$ cat config.mk
export PLATFORM = sky130hd
export DESIGN_NAME = mux_scan_nto1
export DESIGN_NICKNAME = d
export VERILOG_FILES = /design/src/rtl/mux_scan_nto1.sv
export SDC_FILE = /design/constraint.sdc
export NUM_CORES = 1
export LEC_CHECK = 0
export CAP_MARGIN = 40
export CORE_UTILIZATION = 44
export DETAILED_ROUTE_END_ITERATION = 16
export GPL_TIMING_DRIVEN = 0
export PLACE_DENSITY = 0.83
export RECOVER_POWER = 100
export SYNTH_ARGS = -nofsm -noshare
export SYNTH_HDL_FRONTEND = slang
export SYNTH_SLANG_ARGS = --single-unit
$ cat constraint.sdc
create_clock -name clk -period 2.3 [get_ports clk]
set_input_delay 0.46 -clock clk [delete_from_list [all_inputs] [get_ports clk]]
set_output_delay 0.46 -clock clk [all_outputs]
set_load 0.05 [all_outputs]
$ cat src/rtl/mux_scan_nto1.sv
// Registered N:1 multiplexer with manual select and HOLD-cycle scan mode.
// Latency: 1 cycle from sample edge to y/cur_sel/y_valid/wrap.
// Backpressure: none; en low freezes all state and drops y_valid for that cycle.
// Optional feature macro: MUX_PARITY_EN adds y_par (even parity of y).
module mux_scan_nto1 #(
    parameter int N     = 8,
    parameter int W     = 1,
    // Derived from N; leave at its default.
    parameter int SEL_W = $clog2(N),
    parameter int HOLD  = 4
) (
    input  logic             clk,
    input  logic             rst_n,
    input  logic [N*W-1:0]   a,
    input  logic [SEL_W-1:0] sel,
    input  logic             mode,
    input  logic             en,
    output logic [W-1:0]     y,
    output logic             y_valid,
    output logic [SEL_W-1:0] cur_sel,
    output logic             wrap
`ifdef MUX_PARITY_EN
    ,
    output logic             y_par
`endif
);

    // Dwell counter must hold 0..HOLD-1; keep at least one bit for HOLD = 1.
    localparam int               DW       = (HOLD > 1) ? $clog2(HOLD) : 1;
    localparam logic [DW-1:0]    DLAST    = DW'(HOLD - 1);
    localparam logic [SEL_W-1:0] PTR_LAST = SEL_W'(N - 1);
    localparam logic [SEL_W:0]   N_EXT    = (SEL_W + 1)'(N);

    // Registered mode: tells the first scan cycle (entry) apart from a running scan.
    typedef enum logic {
        ST_MANUAL = 1'b0,
        ST_SCAN   = 1'b1
    } state_t;

    state_t           state_q, state_d;
    logic [SEL_W-1:0] ptr_q, ptr_d;
    logic [DW-1:0]    dcnt_q, dcnt_d;
    logic [W-1:0]     y_q, y_d;
    logic [SEL_W-1:0] cur_q, cur_d;
    logic             vld_q, vld_d;
    logic             wrap_q, wrap_d;

    logic             sel_ok;
    logic             scan_entry;
    logic [SEL_W-1:0] ptr_eff;
    logic [DW-1:0]    dcnt_eff;
    logic [SEL_W-1:0] src_sel;
    logic [W-1:0]     ch_dat;

    // sel may exceed N-1 when N is not a power of two.
    assign sel_ok = ({1'b0, sel} < N_EXT);

    // Resolve the channel sampled this cycle; scan entry restarts from sel (or 0 if out of range).
    always_comb begin
        scan_entry = mode && (state_q == ST_MANUAL);
        ptr_eff    = ptr_q;
        dcnt_eff   = dcnt_q;
        if (scan_entry) begin
            ptr_eff  = sel_ok ? sel : '0;
            dcnt_eff = '0;
        end
        src_sel = mode ? ptr_eff : sel;
    end

    // Channel mux; select values with no matching channel yield zero.
    always_comb begin
        ch_dat = '0;
        for (int k = 0; k < N; k++) begin
            if (src_sel == SEL_W'(k)) begin
                ch_dat = a[k*W +: W];
            end
        end
    end

    // Next-state: sample on en, advance scan pointer after HOLD dwell cycles.
    always_comb begin
        state_d = state_q;
        ptr_d   = ptr_q;
        dcnt_d  = dcnt_q;
        y_d     = y_q;
        cur_d   = cur_q;
        vld_d   = 1'b0;
        wrap_d  = 1'b0;
        if (en) begin
            state_d = mode ? ST_SCAN : ST_MANUAL;
            y_d     = ch_dat;
            cur_d   = src_sel;
            vld_d   = 1'b1;
            if (mode) begin
                // ptr only reaches 0 with dcnt 0 outside entry by stepping from N-1,
                // so this flags the first presentation of channel 0 after a wrap.
                wrap_d = !scan_entry && (ptr_q == '0) && (dcnt_q == '0);
                if (dcnt_eff == DLAST) begin
                    dcnt_d = '0;
                    ptr_d  = (ptr_eff == PTR_LAST) ? '0 : ptr_eff + SEL_W'(1);
                end else begin
                    dcnt_d = dcnt_eff + DW'(1);
                    ptr_d  = ptr_eff;
                end
            end
        end
    end

    // State and output registers, cleared asynchronously.
    always_ff @(posedge clk or negedge rst_n) begin
        if (!rst_n) begin
            state_q <= ST_MANUAL;
            ptr_q   <= '0;
            dcnt_q  <= '0;
            y_q     <= '0;
            cur_q   <= '0;
            vld_q   <= 1'b0;
            wrap_q  <= 1'b0;
        end else begin
            state_q <= state_d;
            ptr_q   <= ptr_d;
            dcnt_q  <= dcnt_d;
            y_q     <= y_d;
            cur_q   <= cur_d;
            vld_q   <= vld_d;
            wrap_q  <= wrap_d;
        end
    end

    assign y       = y_q;
    assign y_valid = vld_q;
    assign cur_sel = cur_q;
    assign wrap    = wrap_q;

`ifdef MUX_PARITY_EN
    logic y_par_q;

    // Parity captured on the same edge as y so the pair always agrees.
    always_ff @(posedge clk or negedge rst_n) begin
        if (!rst_n) begin
            y_par_q <= 1'b0;
        end else if (en) begin
            y_par_q <= ^ch_dat;
        end
    end

    assign y_par = y_par_q;
`endif

endmodule

## Yosys cells after proc, flatten, opt, wreduce, memory -nomap -nowiden

Index checks and enable logic that the tools add are counted.

- Register bits: 12
- Input bits: 15
- Output and inout port bits: 6

- $add $sub $neg: 2
- Equal/unequal tests: 9
- Muxes and demuxes: 18
- Bitwise logic cells: 1
- Reduce and logical (&&, ||, !) cells: 8

Operators with widths:

| operator | number |
|---|---|
| $eq 3x3->1 const B | 5 |
| $mux 1 | 12 |
| $mux 3 | 4 |
| $eq 3x2->1 const B | 2 |
| $logic_not 3->1 | 2 |
| $mux 2 | 2 |
| $add 3x1->3 const B | 1 |
| $eq 3x1->1 const B | 1 |
| $logic_and 1x1->1 | 3 |
| $add 2x1->2 const B | 1 |
| $eq 2x2->1 const B | 1 |
| $logic_not 2->1 | 1 |
| $reduce_and 2->1 | 1 |
| $logic_not 1->1 | 1 |
| $not 1->1 | 1 |

## Logic depth before layout (Yosys ltp)

- Word-level depth: 13
- Depth in mapped cells: 7

## Worst setup path after synthesis

No wires, ideal clock.

- Kind: input port to flip-flop
- From: input port mode
- To: register y_q (netlist: y)
- Setup time: 130 ps
- Arrival: 1605 ps
- Slack: 565 ps
- Stages: 5
- Buffers on the path: 0
- Cells stage by stage: nand2_2 -> mux2i_1 -> mux4_1 -> nand3_1 -> o221ai_2

- Longest elaborated chain between the ends: 12

Ends and longest elaborated chain:

| what | RTL line | source |
|---|---|---|
| start, declared | 16 | `input logic mode,` |
| $logic_and 1x1->1 | 60 | `scan_entry = mode && (state_q == ST_MANUAL);` |
| $mux 3 | 63 | `if (scan_entry) begin` |
| $mux 3 * | 67 | `src_sel = mode ? ptr_eff : sel;` |
| $logic_not 3->1 | 74 | `if (src_sel == SEL_W'(k)) begin` |
| $mux 1 (7 in a row) | 74 |  |
| $mux 1 * | 74 |  |
| end signal, assigned | 123 | `y_q <= y_d;` |
| end, declared | 43 | `logic [W-1:0] y_q, y_d;` |

Mark *: on every way between the ends. The rest lies on a longest branch, timed or not.
A chain may end at the register's enable or synchronous reset.

## Worst setup path in the final report

Same ends and word-level chain as after synthesis.

==> summary.md <==
| Metric | Value |
|---|---|
| Status | finished clean |
| Clock Tree Root | clkbuf_4 |
| Mux contribution to synthesized area | a little under a quarter |
| TritonCTS clock tree | built |
| CP peak stage delay | ~0.6 ns |
| CTS Buf Count | 3 |
| Setup ws final | around 0.16 ns |
| Flop2flop setup slack | about 0.44 ns |
| Total wire length | between 1000 and 1500 µm |
| PD cells | 800 nW/µm² |
| GPL Wtd Cong | between 0.7 and 0.8 |
| DP Wirelength | 1100 µm |
| Largest net degree at the start of global routing | 13 |
| # IOs | 21 |
| #FFs+latches synth | 12 |
| Crit path depth | 6 |
| Gr ovfl total | 0 |
| Worst path buffer plus inverter count | 1 |
| WL/cell | 13.4 µm |
| Hold Path Class | flop to flop |
| Routed Antenna Nets | 0 |
| Layout area overhead | 33.7% |
| Ant diodes | 0 |
| Cells after DPL | 97 |
| Via-per-instance ratio | 5.51 |
| Final setup TNS | 0 ns |
| Post-synth ARST share | 100% |
| Peak Freq | about 0.47 GHz |
| Row count | 13 |
| Fillers | 114 |
| Area of the die | between 1500 and 2000 µm² |
| Post-CTS setup buffers | 0 |
| Share of cells above drive strength 1 | a little over a tenth |
| Total Nets Final | ~100 |
| CTS sink cnt | 12 |
| Iter 0 DRT Violations | 4 |
| Worst EP arrival | around 2.3 ns |
| Post-Synth Simple-Gate Area | 18.2% |
| Most frequent cells in the layout | dfrtp_1, clkdlybuf4s50_1, dlygate4sd3_1 |
| First-pass iteration count of the detailed router | 2 |
| Slew Limit Headroom | between 60% and 70% |
| RSZ-0062 raised after global routing | no |
| Final Hold Vio Count | 0 |
| Routed via count | ~550 |
| Die W | 41.5 µm |
| Max-slew violations | 0 |
| Mapped cell area | 687 µm² |
| Hold depth | 1 |
| Starting Density | between 40 and 50% |
| Post-Syn Instances | 62 |
| Core box area | around 1400 µm² |
| Max Cap Viol | 0 |
| Vias in the first global route | 517 |
| IO buf count | 20 |
| Max IR drop VDD | approximately 0.00051 V |
| Die Height | just over 40 µm |
| Final cell count without fillers | 100 |
| Residual DRC count | 0 |
| Initial antenna violation count | 0 |
| Utilization after layout | between 60 and 70% |
| Register clock-pin slew on the reported worst setup and hold paths | 0.07 ns |
| Pre-CTS WS | -0.114 ns |
| Gr usage total | between 10% and 20% |
| Sequential-to-total area share from yosys stat | between 40% and 50% |
| Post-CTS Hold Fix Bufs | 0 |
| Area share of fa/ha/maj cells after synthesis | around 3.6% |
| Tmin final | 2.14 ns |
| Critical path class | primary input to flop |
| Mean Syn Cell Area | 11.1 µm² |
| # H-tree levels | 1 |
| Syn nets | 79 |
| EDFF count, synth | 0 |
| Fin crit share | about 93% |
| Synth unique cells | 26 |
| Yosys warning count | 0 |
| CP max stage cell | mux4_1 |
| Primary FF master, synth | dfrtp_1 |
| Xor-xnor portion of the synthesized cell area | 0% |
| CP Launch Type | primary input |
| Largest family of logic cells by synthesized area | multiplexers |
| Maximum fanout along the worst path | 4 |
| Worst Tran Pin Value | approximately 0.55 ns |
| Number of gates resized after cts | 0 |
| Worst-skew pair later-pin latency | between 0.2 and 0.3 ns |
| Worst path cell trace | clkdlybuf4s50_1, nand2_2, mux2i_1, mux4_1, nand3_1, o221ai_1 |
| CP Capture Type | flop |
| Fin area | slightly above 900 µm² |
| Post-placement cell area | approximately 900 µm² |
| CP delay by family, top | multiplexers |
| Final setup viols | 0 |
| Compound-cell area share of the yosys netlist | around 9.7% |
| LEAKAGE | 0.399 nW |
| Global-route wire length before repair | about 2200 µm |
| Worst Clk Skew | between 0.005 and 0.006 ns |
| Reg2Reg Depth | 7 |
| CP Data Required Time | 2.43 ns |
| Max clock buf depth | 2 |
==> flip-flops by register name (all words and copies together), names as in the netlist <==
name,count
cur_sel,3
dcnt_q,2
ptr_q,3
state_q,1
wrap,1
y,1
y_valid,1
==> worst reg2reg max path, cell delays in order (launching register included) <==
cell	delay, ns
dfrtp_1	0.41
and2b_1	0.34
mux2i_1	0.35
nor2_1	0.09
ha_1	0.20
nand3b_1	0.15
o21ai_0	0.09
mux2_2	0.17
==> metal layers <==
| layer | wire [µm] | share of wire (%) | track usage, % |
|---|---|---|---|
| met1 | 582 | 43 | 20.7 |
| met2 | 692 | 51 | 28.4 |
| met3 | 56 | 4.2 | 8.26 |
| met4 | 12 | 0.89 | 5.81 |
| met5 | 0 | 0 | 0 |
==> per-stage QoR <==
stage	hold slack (ns)	power, mW
finish	0.510	0.734
global route	0.531	0.782
CTS	0.496	0.752
detailed placement	0.482	0.629
global placement	0.481	0.618
floorplan	0.164	0.532
==> where the power goes <==
part           switching, mW  total (mW)  internal (mW)
combinational          0.159       0.304          0.145
sequential            0.0450       0.309          0.264
clock                 0.0607       0.121         0.0605
total                  0.264       0.734          0.470
==> kinds of logic after synthesis <==
kind of cell / after synthesis
simple gates: 23
mux: 12
flops: 12
compound gates: 10
buf+inv: 3
fa+ha+maj: 2
==> Yosys cell counts, types with 2 or more instances <==
master    number  area (µm²)
nor2_1         6        22.5
inv_1          2        7.51
ha_1           2        25.0
o21ai_0        2        10.0
nand2_1        3        11.3
nand3b_1       2        15.0
nand2b_1       3        18.8
a21oi_1        4        20.0
nor2b_1        3        18.8
mux2i_1        5        50.1
dfrtp_1       12         300
mux2_2         3        33.8
nand3_1        2        10.0
==> final timing paths <==
| kind | startpoint | to |
|---|---|---|
| setup / recovery | mode | y |
| hold / removal | dcnt_q[0] | dcnt_q[0] |
| min in group asynchronous | rst_n | state_q |
| max in group asynchronous | rst_n | ptr_q[1] |
| setup reg to reg | state_q | ptr_q[0] |
| hold reg to reg | dcnt_q[0] | dcnt_q[0] |
==> final cells by class <==
class | instances | area [µm²] | share of cell area, %
Multi-Input combinational cell | 47 | 365 | 39.8
Sequential cell | 12 | 300 | 32.7
Timing Repair Buffer | 20 | 200 | 21.8
Clock buffer | 3 | 22.5 | 2.45
Tap cell | 15 | 18.8 | 2.04
Inverter | 2 | 7.51 | 0.817
Buffer | 1 | 3.75 | 0.409
No activity file was read; power rests on OpenSTA's default activity.
